==> src/rtl/pipe_pkg.sv <==
// Shared pipeline constants: stage bundle widths and a width helper for counters/pointers.
package pipe_pkg;

   localparam int IF_ID_W  = 64;
   localparam int ID_EX_W  = 117;
   localparam int EX_MEM_W = 39;
   localparam int MEM_WB_W = 70;

   localparam int COUNT_W  = 5;

   function automatic int clog2(input int value);
      int r;
      r = 0;
      for (int i = 0; i < 31; i++) begin
         if ((1 << i) < value) r = i + 1;
      end
      return r;
   endfunction

endpackage

==> src/rtl/pipe_elastic_stage_if.sv <==
// Stage-to-stage bundle with valid/allow handshakes, flush and debug counters.
interface pipe_elastic_stage_if #(
   parameter int DATA_W = 64,
   parameter int CNT_W  = 16
);
   import pipe_pkg::*;

   logic                flush;
   logic                in_valid;
   logic                in_allow;
   logic [DATA_W-1:0]   in_data;
   logic                out_valid;
   logic                out_allow;
   logic [DATA_W-1:0]   out_data;
   logic [COUNT_W-1:0]  count;
   logic [CNT_W-1:0]    flush_drop_cnt;

   modport slave (
      input  flush, in_valid, in_data, out_allow,
      output in_allow, out_valid, out_data, count, flush_drop_cnt
   );

   modport master (
      output flush, in_valid, in_data, out_allow,
      input  in_allow, out_valid, out_data, count, flush_drop_cnt
   );
endinterface

==> src/rtl/pipe_buf_ram.sv <==
// DEPTH x DATA_W register file: one synchronous write port, one asynchronous read port.
module pipe_buf_ram #(
   parameter int DATA_W = 64,
   parameter int DEPTH  = 2,
   parameter int ADDR_W = 1
) (
   input  logic              clk,
   input  logic              wr_en,
   input  logic [ADDR_W-1:0] wr_addr,
   input  logic [DATA_W-1:0] wr_data,
   input  logic [ADDR_W-1:0] rd_addr,
   output logic [DATA_W-1:0] rd_data
);

   logic [DATA_W-1:0] mem [DEPTH];

   always_ff @(posedge clk) begin
      if (wr_en) mem[wr_addr] <= wr_data;
   end

   assign rd_data = mem[rd_addr];

endmodule

==> src/rtl/pipe_elastic_stage.sv <==
// Elastic inter-stage FIFO: 1-cycle latency (0 with BYPASS when empty); in_allow is purely
// registered (count != DEPTH), so a full buffer refuses input even while it drains.
module pipe_elastic_stage
   import pipe_pkg::*;
#(
   parameter int DATA_W = 64,
   parameter int DEPTH  = 2,
   parameter int BYPASS = 0,
   parameter int CNT_W  = 16
) (
   input  logic                 clk,
   input  logic                 reset,
   pipe_elastic_stage_if.slave  bus
);

   localparam int PTR_W = (DEPTH > 1) ? clog2(DEPTH) : 1;
   localparam int SUM_W = ((CNT_W > COUNT_W) ? CNT_W : COUNT_W) + 1;
   localparam logic [PTR_W-1:0]   LAST_PTR = PTR_W'(DEPTH - 1);
   localparam logic [COUNT_W-1:0] FULL_CNT = COUNT_W'(DEPTH);
   localparam logic [CNT_W-1:0]   DROP_MAX = '1;

   logic [PTR_W-1:0]   wr_ptr, rd_ptr;
   logic [COUNT_W-1:0] cnt;
   logic [CNT_W-1:0]   drop_cnt, drop_next;
   logic [SUM_W-1:0]   drop_sum;
   logic [DATA_W-1:0]  head;
   logic               empty, bypass_hit, push, pop;

   assign empty       = (cnt == '0);
   assign bus.in_allow = (cnt != FULL_CNT);

   assign bypass_hit = (BYPASS != 0) && empty && bus.in_valid && bus.out_allow && !bus.flush;
   assign push       = bus.in_valid && bus.in_allow && !bus.flush && !bypass_hit;
   assign pop        = bus.out_valid && bus.out_allow && !bypass_hit && !bus.flush;

   // Flush hides the head from downstream so nothing is accepted during a squash.
   always_comb begin
      bus.out_valid = 1'b0;
      bus.out_data  = '0;
      if (!empty) begin
         bus.out_valid = !bus.flush;
         bus.out_data  = head;
      end else if (BYPASS != 0) begin
         bus.out_valid = !bus.flush && bus.in_valid;
         bus.out_data  = bus.in_data;
      end
   end

   // Widened sum so small CNT_W still saturates correctly when count exceeds its range.
   always_comb begin
      drop_sum  = SUM_W'(drop_cnt) + SUM_W'(cnt) + SUM_W'(bus.in_valid && bus.in_allow);
      drop_next = (drop_sum > SUM_W'(DROP_MAX)) ? DROP_MAX : drop_sum[CNT_W-1:0];
   end

   always_ff @(posedge clk or posedge reset) begin
      if (reset) begin
         wr_ptr   <= '0;
         rd_ptr   <= '0;
         cnt      <= '0;
         drop_cnt <= '0;
      end else if (bus.flush) begin
         wr_ptr   <= '0;
         rd_ptr   <= '0;
         cnt      <= '0;
         drop_cnt <= drop_next;
      end else begin
         if (push) wr_ptr <= (wr_ptr == LAST_PTR) ? '0 : wr_ptr + 1'b1;
         if (pop)  rd_ptr <= (rd_ptr == LAST_PTR) ? '0 : rd_ptr + 1'b1;
         case ({push, pop})
            2'b10:   cnt <= cnt + 1'b1;
            2'b01:   cnt <= cnt - 1'b1;
            default: cnt <= cnt;
         endcase
      end
   end

   assign bus.count          = cnt;
   assign bus.flush_drop_cnt = drop_cnt;

   pipe_buf_ram #(
      .DATA_W (DATA_W),
      .DEPTH  (DEPTH),
      .ADDR_W (PTR_W)
   ) u_ram (
      .clk     (clk),
      .wr_en   (push),
      .wr_addr (wr_ptr),
      .wr_data (bus.in_data),
      .rd_addr (rd_ptr),
      .rd_data (head)
   );

endmodule

==> src/flat_wrapper.sv <==
// flat-port wrapper written by rule: the top's interface ports become plain ports
module pipe_elastic_stage_flat import pipe_pkg::*;
#(
   parameter int DATA_W = 64,
   parameter int DEPTH  = 2,
   parameter int BYPASS = 0,
   parameter int CNT_W  = 16
)
  (clk, reset, bus_flush, bus_in_valid, bus_in_data, bus_out_allow, bus_in_allow, bus_out_valid, bus_out_data, bus_count, bus_flush_drop_cnt);
  pipe_elastic_stage_if #(.DATA_W(DATA_W), .CNT_W(CNT_W)) bus_i ();
  input  logic clk;
  input  logic reset;
  input wire logic [$bits(bus_i.flush)-1:0] bus_flush;
  input wire logic [$bits(bus_i.in_valid)-1:0] bus_in_valid;
  input wire logic [$bits(bus_i.in_data)-1:0] bus_in_data;
  input wire logic [$bits(bus_i.out_allow)-1:0] bus_out_allow;
  output wire logic [$bits(bus_i.in_allow)-1:0] bus_in_allow;
  output wire logic [$bits(bus_i.out_valid)-1:0] bus_out_valid;
  output wire logic [$bits(bus_i.out_data)-1:0] bus_out_data;
  output wire logic [$bits(bus_i.count)-1:0] bus_count;
  output wire logic [$bits(bus_i.flush_drop_cnt)-1:0] bus_flush_drop_cnt;
  assign bus_i.flush = bus_flush;
  assign bus_i.in_valid = bus_in_valid;
  assign bus_i.in_data = bus_in_data;
  assign bus_i.out_allow = bus_out_allow;
  assign bus_in_allow = bus_i.in_allow;
  assign bus_out_valid = bus_i.out_valid;
  assign bus_out_data = bus_i.out_data;
  assign bus_count = bus_i.count;
  assign bus_flush_drop_cnt = bus_i.flush_drop_cnt;
  pipe_elastic_stage #(.DATA_W(DATA_W), .DEPTH(DEPTH), .BYPASS(BYPASS), .CNT_W(CNT_W)) u_core (.clk(clk), .reset(reset), .bus(bus_i));
endmodule
==> config.mk <==
export PLATFORM = sky130hd
export DESIGN_NAME = pipe_elastic_stage_flat
export DESIGN_NICKNAME = d
export VERILOG_FILES = /design/src/rtl/pipe_pkg.sv /design/src/rtl/pipe_elastic_stage_if.sv /design/src/rtl/pipe_buf_ram.sv /design/src/rtl/pipe_elastic_stage.sv /design/src/flat_wrapper.sv
export SDC_FILE = /design/constraint.sdc
export NUM_CORES = 1
export LEC_CHECK = 0
export CAP_MARGIN = 5
export CORE_MARGIN = 10
export CORE_UTILIZATION = 50
export DETAILED_ROUTE_END_ITERATION = 6
export GPL_TIMING_DRIVEN = 0
export PLACE_DENSITY = 0.8
export REMOVE_ABC_BUFFERS = 1
export SLEW_MARGIN = 30
export SYNTH_ARGS = -nofsm -noshare
export SYNTH_HDL_FRONTEND = slang
export SYNTH_SLANG_ARGS = --single-unit
export TNS_END_PERCENT = 10
==> constraint.sdc <==
create_clock -name clk -period 9.1 [get_ports clk]
set_input_delay 0.91 -clock clk [delete_from_list [all_inputs] [get_ports clk]]
set_output_delay 0.91 -clock clk [all_outputs]
set_load 0.01 [all_outputs]
### Word level (Yosys, flattened, before mapping)

Memories as Yosys holds them, arrays and structs flattened.
Index checks and enable logic that the tools add are counted.

* bits in latches: 0
* word-level logic and storage cells: 37
* input bits: 69
* bits in writable memories: 128
* bits in registers: 23
* bits in read-only memories: 0
* memories kept: 1

Memory list
* u_core.u_ram.mem: depth 2, bits a word 64, rd ports 1, clocked after memory_dff 0, wr ports 1, RTL line pipe_buf_ram.sv:15 `logic [DATA_W-1:0] mem [DEPTH];`

* shift operators: 0
* div/mod/pow operators: 0
* $lt $le $gt $ge: 1
* bitwise operators: 0
* reduce and logical (&&, ||, !) cells: 9
* muxes and demuxes: 13
* equality and inequality tests: 3
* $mul: 0
* add/sub/neg operators: 6

Operators by type and width (number)
* $mux W64: 1
* $add A16 B5 Y17: 1
* $add A17 B1 Y17: 1
* $gt A17 B16 Y1 const B: 1
* $mux W16: 1
* $pmux W5 S2: 1
* $mux W1: 9
* $add A5 B1 Y5 const B: 1
* $logic_not A5 Y1: 1
* $mux W5: 1
* $ne A5 B2 Y1 const B: 1
* $sub A5 B1 Y5 const B: 1
* $logic_and A1 B1 Y1: 4
* $reduce_bool A2 Y1: 2
* $reduce_bool A3 Y1: 1
* $add A1 B1 Y1 const B: 2
* $eq A2 B1 Y1 const B: 1
* $eq A2 B2 Y1 const B: 1
* $logic_not A1 Y1: 1

### Longest topological paths before layout

* depth after elaboration: 7
* mapped depth: 11

### By module

Synthesis repeated with hierarchy kept, for this count alone.

* cell total of the unflattened synthesis: 433
* area, all modules: 6840.3 um^2

By module, submodules not included
* pipe_buf_ram: cells an instance 201, area each 4933.5 um^2, times used 1, sequential area each 3843.7 um^2
* pipe_elastic_stage: cells an instance 232, area each 1906.8 um^2, times used 1, sequential area each 575.6 um^2

### Least setup slack after synthesis

No wires, ideal clock.

* path type: input -> register
* start: input bus_flush
* end: memory u_core.u_ram.mem[1][0], enable pin
* data required time: 8.522 ns
* slack: 2.529 ns
* cell stages on the path: 3
* arrival time: 5.993 ns
* library setup time: 0.578 ns
* path through: buf_2 > clkbuf_1 > nor3b_1

* word-level cells in the longest chain between the ends: 4

RTL lines
* start, declared: RTL line flat_wrapper.sv:13 `input wire logic [$bits(bus_i.flush)-1:0] bus_flush;`
* $logic_not A1 Y1: RTL line pipe_elastic_stage.sv:33 `assign push = bus.in_valid && bus.in_allow && !bus.flush && !bypass_hit;`
* $logic_and A1 B1 Y1: RTL line pipe_elastic_stage.sv:33
* $mux W1: RTL line pipe_buf_ram.sv:18 `if (wr_en) mem[wr_addr] <= wr_data;`
* $mux W1 (implied by the code): RTL line pipe_buf_ram.sv:18
* end, declared: RTL line pipe_buf_ram.sv:15

Every way passes these cells.

### Worst setup path after layout

* start: register u_core.cnt[0] (netlist: u_core.bus.count[0])
* end: output bus_out_data[19]

* word-level cells in the longest chain between the ends: 2

RTL lines
* start, declared: RTL line pipe_elastic_stage.sv:23 `logic [COUNT_W-1:0] cnt;`
* start signal, assigned: RTL line pipe_elastic_stage.sv:70 `2'b10: cnt <= cnt + 1'b1;`
* start signal, assigned: RTL line pipe_elastic_stage.sv:71 `2'b01: cnt <= cnt - 1'b1;`
* start signal, assigned: RTL line pipe_elastic_stage.sv:72 `default: cnt <= cnt;`
* $logic_not A5 Y1: RTL line pipe_elastic_stage.sv:29 `assign empty = (cnt == '0);`
* $mux W64: RTL line pipe_elastic_stage.sv:40 `if (!empty) begin`
* end, declared: RTL line flat_wrapper.sv:19 `output wire logic [$bits(bus_i.out_data)-1:0] bus_out_data;`

Every way passes these cells.

==> flow_summary_export.csv <==
group,metric,value,unit
status,status,"completed",
timing,slew_headroom,0.572,
yosys,synthSimpleGateAreaFrac,0.0806,
yosys,synth-compound-area-share,0.0465,
timing,fmax,240,MHz
yosys,synth_area,6350,um^2
yosys,synth_area_leader_cell,"edfxtp_1",
worst_setup_path,r2r-end,"u_core.bus.flush_drop_cnt[14]",
timing,hold_viol,0,
worst_setup_path,endpoint_kind,"output port",
cts,cts_buffer_depth,2,
worst_setup_path,ff2ff_path_depth,10,
worst_setup_path,crit_end,"bus_out_data[19]",
yosys,synthMuxAreaShare,0.119,
worst_setup_path,path_max_fanout,22,
placed_design,placed_cells,758,
cts,root_buffer,"clkbuf_16",
grt,grt_first_pass_wirelength,23.8,mm
worst_setup_path,crit_start,"u_core.bus.count[0]",
timing,min_period_over_period,0.458,
floorplanning,core.rowCount,41,
finish,design_area,8860,um^2
yosys,synthTopCellsByCount,"edfxtp_1, nor2_1, mux2i_1",
timing,skew,0.00557,ns
routing,postRouteAntennaNets,0,
worst_setup_path,critical_path_arrival,3.26,ns
yosys,synth_top_area_frac,0.606,
placed_design,io_buffer_count,155,
cts,htree_levels,4,
grt,grt.total_usage,0.173,
placed_design,hpwl,11.0,mm
floorplanning,die_h,133,um
routing,remaining_drc_errors,0,
finish,fin_cells,790,
grt,grt_pass1_vias,4373,
worst_setup_path,path_class,"reg -> out",
worst_setup_path,cp-start-kind,"register",
timing,drv_slew,0,
cts,clkTransAtPathRegs,0.06,ns
yosys,ys.flop_type,"edfxtp_1",
finish,syn_to_final_growth,39.6,%
yosys,syn_area_per_cell,14.8,um^2
timing,finalCriticalPeriod,4.17,ns
floorplanning,die_w,133,um
power_and_ir_drop,power.density,312,nW/um^2
timing,setup_viol,0,
cts,clock-sinks,151,
worst_setup_path,rrSetupSlack,5.40,ns
yosys,yosys.area_share.adder,0.0233,
grt,grt_antenna_before_repair,0,
worst_setup_path,crit_required,8.19,ns
floorplanning,floorplan.initialDensity,0.507,
floorplanning,coreArea,12500,um^2
floorplanning,dieArea,17600,um^2
grt,grt_max_degree,38,
timing,worstMarginPinSlew,0.639,ns
worst_setup_path,crit_chain,"or4_1 -> nor2_4 -> buf_16 -> buf_8 -> buf_16 -> nor2_1 -> clkdlybuf4s50_1",
finish,drive_gt1_frac,0.117,
routing,drt_pass1_iterations,4,
timing,hold_slack,0.527,ns
routing,routed_wl,15.1,mm
cts,post_cts_resized,0,
yosys,synth_top_family_by_area,"multiplexers",
routing,vias,4129,
worst_setup_path,cpMostUsedCell,"buf_16",
worst_setup_path,slowest_stage,"or4_1",
yosys,yosysUniqueCellTypes,46,
yosys,synth_warnings,0,
routing,routedWlPerCell,19.2,um
cts,cts_setup_buffers,0,
grt,grt_overflow,0,
worst_setup_path,reg2reg_from,"u_core.bus.count[0]",
placed_design,pre_cts_ws,4.88,ns
yosys,synth_edf_count,128,
yosys,synth_area_leaders,"edfxtp_1, mux2i_1, dfrtp_1",
placed_design,gp_congestion,0.881,
power_and_ir_drop,peakVddDrop,0.000185,V
finish,nNetsFinal,684,
cts,numCtsBuffers,17,
yosys,synthArstFlopShare,0.152,
yosys,syn_inst,428,
cts,cts-hold-fix-buffers,0,
worst_setup_path,max_stage_delay,0.72,ns
floorplanning,pin_count,156,
timing,rsz0062_at_grt,"false",
cts,tritoncts,"yes",
power_and_ir_drop,p_leak,3.25,nW
yosys,synth_seq_cells,151,
yosys,synth_xor_area_frac,0.0124,
cts,insertion_delay,0.41,ns
routing,drt-initial-drc-count,285,
yosys,synth_most_common_cell,"edfxtp_1",
routing,via_per_inst,5.23,
hold_path,hold_path_class,"reg -> reg",
yosys,seq_area_frac_synth,0.696,
placed_design,dpl_cell_area,8280,um^2
flow_run,cap_violations,0,
timing,fin_ws,4.93,ns
-- per-layer routing --
layer  global-route usage  vias up  wire [um]
met5                    0        -          0
met4               0.0605        0        270
met3               0.0526       21       1130
met2                0.284      150       7330
met1                0.211     2017       6410
li1                     -     1941          -
-- where the power goes --
group	leakage, nW	switching (mW)	internal [mW]
logic	1.51	0.525	0.610
registers	1.46	0.0938	0.837
clock network	0.277	0.265	0.429
total	3.25	0.884	1.88
-- critical path, delay by kind of cell, from the launching register on --
kind          cells  cell delay, ns
buf+inv           4            1.05
flops             1            0.50
simple gates      3            1.28
-- registers in the layout, indices dropped and copies added (netlist names) --
name	count
u_core.u_ram.mem	128
u_core.bus.count	5
u_core.rd_ptr	1
u_core.wr_ptr	1
u_core.bus.flush_drop_cnt	16
-- cell usage in the layout, fill, tap and decap left out, drive strengths merged, types with 4 or more instances in the layout --
cell | netlist | routed
clkdlybuf4s50 | 0 | 154
edfxtp | 128 | 128
nor2 | 81 | 81
mux2i | 66 | 66
dfrtp | 23 | 23
buf | 15 | 23
clkbuf | 4 | 19
nand2 | 12 | 12
a21oi | 11 | 11
inv | 8 | 10
mux2 | 8 | 8
o21ai | 7 | 7
ha | 7 | 7
a31oi | 7 | 7
xnor2 | 5 | 5
xor2 | 4 | 4
clkinv | 0 | 4
-- metrics by stage --
stage	total power, mW	utilization	setup TNS, ns
after detailed placement	2.09	0.661	0
final	2.76	0.708	0
after CTS	2.79	0.708	0
after global placement	2.05	0.640	-64.92
after global routing	2.91	0.708	0
after floorplan	1.49	-	0
-- how the worst min path moves through the flow --
stage,end,depth (start not counted),from
2_1_floorplan,u_core.wr_ptr,2,u_core.wr_ptr
3_3_place_gp,u_core.bus.flush_drop_cnt[10],1,u_core.bus.flush_drop_cnt[10]
3_5_place_dp,u_core.bus.flush_drop_cnt[10],1,u_core.bus.flush_drop_cnt[10]
4_1_cts,u_core.bus.flush_drop_cnt[10],1,u_core.bus.flush_drop_cnt[10]
5_1_grt,u_core.bus.flush_drop_cnt[10],1,u_core.bus.flush_drop_cnt[10]
6_report,u_core.bus.flush_drop_cnt[10],1,u_core.bus.flush_drop_cnt[10]
-- cell type report --
type                       instances  area, um^2
fill                             846        3660
sequential                       151        4420
clock inverter                    12         153
tap                              172         215
multi-input combinational        250        1810
inverter                           8        30.0
clock buffer                      19         433
antenna                            1        2.50
timing repair buffer             177        1790
-- kinds of logic (layout without fill, tap and decap cells) --
family                   after synthesis  in the layout
AO/OA/AOI/OAI                         41             41
XOR/XNOR                               9              9
adder cells (fa/ha/maj)               10             10
buffers and inverters                 27            216
flip-flops                           151            151
multiplexers                          74             74
other                                  0              1
AND/OR/NAND/NOR                      116            116
Power figures use the tool's default switching activity.
